**config.mk**
```make
export PLATFORM = sky130hd
export DESIGN_NAME = card_tile_painter
export DESIGN_NICKNAME = d
export VERILOG_FILES = /design/src/rtl/card_tile_painter.sv
export SDC_FILE = /design/constraint.sdc
export NUM_CORES = 1
export LEC_CHECK = 0
export CORE_MARGIN = 1
export CORE_UTILIZATION = 30
export CTS_CLUSTER_SIZE = 28
export DETAILED_ROUTE_END_ITERATION = 12
export GPL_TIMING_DRIVEN = 0
export MAX_ROUTING_LAYER = met4
export PLACE_DENSITY = 0.48
export SLEW_MARGIN = 20
export SYNTH_ARGS = -nofsm -noshare
export SYNTH_HDL_FRONTEND = slang
export SYNTH_SLANG_ARGS = --single-unit
```
**constraint.sdc**
```tcl
create_clock -name CLOCK_50 -period 9.4 [get_ports CLOCK_50]
set_clock_uncertainty 0.15 [all_clocks]
set_input_delay 0.94 -clock CLOCK_50 [delete_from_list [all_inputs] [get_ports CLOCK_50]]
set_output_delay 0.94 -clock CLOCK_50 [all_outputs]
set_load 0.01 [all_outputs]
```
**src/rtl/card_tile_painter.sv**
```systemverilog
// Per-card pixel generator: raster-scans one bordered card rectangle, one pixel
// write per clock, painting the card face or the card back depending on face state.
module card_tile_painter #(
    parameter int unsigned XOFFSET      = 70,
    parameter int unsigned YOFFSET      = 50,
    parameter int unsigned OBJ_W        = 40,
    parameter int unsigned OBJ_H        = 40,
    parameter int unsigned BORDER       = 2,
    parameter int unsigned COLOR_DEPTH  = 6,
    parameter logic [COLOR_DEPTH-1:0] BACK_COLOR   = COLOR_DEPTH'(6'b000011),
    parameter logic [COLOR_DEPTH-1:0] BORDER_COLOR = '1
) (
    input  logic                   CLOCK_50,
    input  logic                   Reset,
    input  logic                   go,
    input  logic                   flip,
    input  logic [COLOR_DEPTH-1:0] face_color,
    output logic [9:0]             VGA_x,
    output logic [8:0]             VGA_y,
    output logic [COLOR_DEPTH-1:0] VGA_color,
    output logic                   VGA_write,
    output logic                   done,
    output logic                   busy,
    output logic                   face_up
);

    localparam logic [9:0] X_LAST   = 10'(OBJ_W - 1);
    localparam logic [8:0] Y_LAST   = 9'(OBJ_H - 1);
    localparam logic [9:0] X_BORDER = 10'(BORDER);
    localparam logic [8:0] Y_BORDER = 9'(BORDER);
    localparam logic [9:0] X_INNER  = 10'(OBJ_W - BORDER);
    localparam logic [8:0] Y_INNER  = 9'(OBJ_H - BORDER);
    localparam logic [9:0] X_BASE   = 10'(XOFFSET);
    localparam logic [8:0] Y_BASE   = 9'(YOFFSET);

    typedef enum logic [1:0] {
        S_IDLE,
        S_DRAW,
        S_DONE
    } state_t;

    state_t                 state;
    logic [9:0]             cx;
    logic [8:0]             cy;
    logic                   draw_face;
    logic [COLOR_DEPTH-1:0] col;

    logic                   face_next;
    logic                   last_pix;
    logic [9:0]             nx;
    logic [8:0]             ny;

    // Colour of card-relative pixel (x,y) for a given face state and face colour.
    function automatic logic [COLOR_DEPTH-1:0] pix_color(
        input logic [9:0]             x,
        input logic [8:0]             y,
        input logic                   face,
        input logic [COLOR_DEPTH-1:0] c
    );
        logic on_border;
        on_border = (x < X_BORDER) || (x >= X_INNER) || (y < Y_BORDER) || (y >= Y_INNER);
        if (on_border)
            return BORDER_COLOR;
        else if (face)
            return c;
        else
            return BACK_COLOR;
    endfunction

    // Post-flip face state and next raster position.
    always_comb begin
        face_next = face_up ^ flip;
        last_pix  = (cx == X_LAST) && (cy == Y_LAST);
        nx        = cx + 10'd1;
        ny        = cy;
        if (cx == X_LAST) begin
            nx = '0;
            ny = cy + 9'd1;
        end
    end

    always_ff @(posedge CLOCK_50) begin
        if (Reset) begin
            state     <= S_IDLE;
            cx        <= '0;
            cy        <= '0;
            draw_face <= 1'b0;
            col       <= '0;
            VGA_x     <= '0;
            VGA_y     <= '0;
            VGA_color <= '0;
            VGA_write <= 1'b0;
            done      <= 1'b0;
            busy      <= 1'b0;
            face_up   <= 1'b0;
        end else begin
            face_up   <= face_next;
            done      <= 1'b0;
            VGA_write <= 1'b0;
            case (state)
                S_IDLE: begin
                    if (go) begin
                        state     <= S_DRAW;
                        busy      <= 1'b1;
                        draw_face <= face_next;
                        col       <= face_color;
                        cx        <= '0;
                        cy        <= '0;
                        VGA_write <= 1'b1;
                        VGA_x     <= X_BASE;
                        VGA_y     <= Y_BASE;
                        VGA_color <= pix_color(10'd0, 9'd0, face_next, face_color);
                    end
                end
                S_DRAW: begin
                    if (last_pix) begin
                        state <= S_DONE;
                        busy  <= 1'b0;
                        done  <= 1'b1;
                    end else begin
                        cx        <= nx;
                        cy        <= ny;
                        VGA_write <= 1'b1;
                        VGA_x     <= X_BASE + nx;
                        VGA_y     <= Y_BASE + ny;
                        VGA_color <= pix_color(nx, ny, draw_face, col);
                    end
                end
                S_DONE: begin
                    state <= S_IDLE;
                end
                default: begin
                    state <= S_IDLE;
                end
            endcase
        end
    end

endmodule
```
==> run summary <==
run status: complete, no violations
1st-iter DRT viols: 167
via count: 2644
critical-path maximum fanout: 9
ys flop type: dfxtp_1
CTS Buf Count: 5
area leader, netlist: dfxtp_1
crit path to: VGA_color[4]$_SDFFE_PP0P_
type of the worst min-delay path: flip-flop to flip-flop
Yosys top cell area share: 37.77%
routed length per instance: 15.57 um
warnings from Yosys: 0
vias in the first global route: 2495
worst endpoint required time: 9.43 ns
Crit-path slowest cell: a2111oi_2
Crit. End Element: flip-flop
initial antenna violation count: 0
Post-synth EDFFs: 0
Synth top cells by count: dfxtp_1 (55), nand2_1 (47), nor2_1 (33), a21oi_1 (24), xor2_1 (16)
Worst slew margin: 48.00%
final global-route overflow total: 0
maximum clock path buffer count: 2
Worst EP arrival: 3.95 ns
hold buffer count at cts: 0
Critical Path Start Type: flip-flop
DP Wirelength: 6028 um
Nets: 414
clock-pin slew on the worst setup and hold paths: 0.10 ns
Root Driver: clkbuf_8
part of the Yosys area used for sequential elements: 37.77%
Port-buffer cells: 37
fraction of layout cells with a size suffix above 1: 8.271%
final hold viol count: 0
count leader, synth: dfxtp_1
ant diodes: 0
clk sinks: 55
core area: 9328 um2
Final Critical Period: 3.925 ns
Detailed Routing Iterations Pass 1: 4
Worst Reg2Reg Path Length in Cells: 11
Static Leakage: 1.285 nW
worst skew pair latency: 0.31 ns
Gate Count Post-Synth: 354
H-tree Lvls: 2
CTS resizes: 0
die width: 100.6 um
gpl congestion: 0.8666
Worst Setup Slack, final: 5.475 ns
Pwr per Cell Area: 133.1 nW/um2
first-pass GRT wire length: 13440 um
DRT antenna net count: 0
worst-path cell chain: buf_4 -> nor3b_1 -> nand3_1 -> nand2_1 -> inv_1 -> ha_1 -> a22o_1 -> nor3_1 -> o211ai_1 -> a2111oi_2 -> a31oi_1
DRC: 0
RR Startpoint: cx[5]$_SDFFE_PP0P_
setup violators final: 0
Place WS: 5.479 ns
crit-path max cell delay: 0.79 ns
maximum VDD drop: 0.00007235 V
RSZ-0062 raised after global routing: false
Final Max Tran Viols: 0
# Post-CTS Setup Buffers: 0
Rows: 35
Synth cell types: 54
Net Count, Synth: 370
WL final: 8223 um
largest net degree at the start of global routing: 18
capturing point of the worst reg2reg path: VGA_color[4]$_SDFFE_PP0P_
Worst Setup SP: cx[5]$_SDFFE_PP0P_
mapped cell area: 2915 um2
Initial Util: 31.25%
die area: 10120 um2
GRT Util Overall: 17.72%
max cap viols: 0
Period Utilization, post-route: 41.76%
Worst-Margin Slew: 0.7783 ns
#FFs+latches synth: 55
syn_area_per_cell: 8.235 um2
Crit Path Category: flip-flop to flip-flop
f_max: 0.2548 GHz
R2R Setup Slk: 5.47 ns
number of I/O pins: 39
DR vias/cell: 5.008
total power: 0.4736 mW
post-synthesis async set-or-reset flop share: 0%
Fin Setup TNS: 0 ns
ranking of synthesized cells by area: dfxtp_1 (38%), nand2_1 (6.1%), xor2_1 (4.8%)
Area Overhead vs Synth: 22.06%
CTS tree: built
die height: 100.6 um
## layout make-up
cell class	count	area (um2)
Buffer	22	108.9
Clock buffer	6	72.57
Tap cell	129	161.4
Fill cell	985	5769
Clock inverter	2	38.79
Timing Repair Buffer	37	370.4
Inverter	7	26.28
Multi-Input combinational cell	270	1679
Sequential cell	55	1101
## how the worst min path moves through the flow
stage                          start                     to  depth (start not counted)
5_1_grt        VGA_x[3]$_SDFFE_PP0P_  VGA_x[3]$_SDFFE_PP0P_                          2
3_3_place_gp   VGA_x[3]$_SDFFE_PP0P_  VGA_x[3]$_SDFFE_PP0P_                          2
4_1_cts        VGA_x[3]$_SDFFE_PP0P_  VGA_x[3]$_SDFFE_PP0P_                          2
2_1_floorplan    col[0]$_SDFFE_PP0P_    col[0]$_SDFFE_PP0P_                          2
6_report       VGA_x[9]$_SDFFE_PP0P_  VGA_x[9]$_SDFFE_PP0P_                          2
3_5_place_dp   VGA_x[3]$_SDFFE_PP0P_  VGA_x[3]$_SDFFE_PP0P_                          2
## per-layer routing
metal | global-route usage (%) | vias to the layer above | wire length [um] | share of wire (%)
li1 | - | 1345 | - | -
met1 | 26.27 | 1245 | 4483 | 55
met2 | 24.97 | 46 | 3469 | 42
met3 | 2.705 | 8 | 186 | 2.3
met4 | 4.125 | 0 | 83 | 1.0
met5 | - | - | 0 | 0
## logic make-up (layout without fill, tap and decap cells)
kind of cell | Yosys count | count (layout) | share of synthesized area [%]
adder cells (fa/ha/maj) | 6 | 6 | 2.575
AO/OA/AOI/OAI | 84 | 84 | 18.63
XOR/XNOR | 29 | 29 | 8.712
buffers and inverters | 29 | 74 | 4.636
flip-flops | 55 | 55 | 37.77
multiplexers | 2 | 2 | 0.6867
AND/OR/NAND/NOR | 149 | 149 | 27.00
## registers in the layout (all words and copies together) (netlist names)
register / count
VGA_x: 10
VGA_y: 9
cx: 9
cy: 8
VGA_color: 6
col: 6
state: 2
VGA_write: 1
busy: 1
done: 1
draw_face: 1
face_up: 1
## through the flow
| step | std cells | hold slack, ns | utilization, % | instance area [um2] |
|---|---|---|---|---|
| 2_1_floorplan | 354 | 0.2812 | - | 2915 |
| 3_3_place_gp | 520 | 0.2849 | 36.96 | 3447 |
| 3_5_place_dp | 520 | 0.2914 | 36.96 | 3447 |
| 4_1_cts | 528 | 0.3059 | 38.15 | 3558 |
| 5_1_grt | 528 | 0.3209 | 38.15 | 3558 |
| 6_report | 528 | 0.3012 | 38.15 | 3558 |
## placed cells by master, fill, tap and decap left out, drive strengths merged, types with 11 or more instances in the layout
| master | synthesis | final |
|---|---|---|
| nor2 | 34 | 34 |
| nand2 | 47 | 47 |
| nand3 | 11 | 11 |
| buf | 11 | 11 |
| a31oi | 14 | 14 |
| clkbuf | 11 | 17 |
| nor3 | 11 | 11 |
| o21ai | 18 | 18 |
| dfxtp | 55 | 55 |
| xnor2 | 13 | 13 |
| xor2 | 16 | 16 |
| a21oi | 24 | 24 |
| clkdlybuf4s50 | 0 | 37 |
## critical path: cells and delay by family (launching register included)
| kind | cells | cell delay, ns |
|---|---|---|
| AOI/OAI and AO/OA | 4 | 1.31 |
| adders and majority gates | 1 | 0.19 |
| DFF | 1 | 0.32 |
| and+or+nand+nor | 4 | 1.55 |
| buffers and inverters | 2 | 0.26 |
## power by group
part | total (mW) | switching [mW] | internal (mW) | leakage (nW)
Clock | 0.162 | 0.0812 | 0.0807 | 0.0558
Sequential | 0.248 | 0.00601 | 0.242 | 0.450
Combinational | 0.0635 | 0.0362 | 0.0273 | 0.780
No activity file was read; power rests on OpenSTA's default activity.
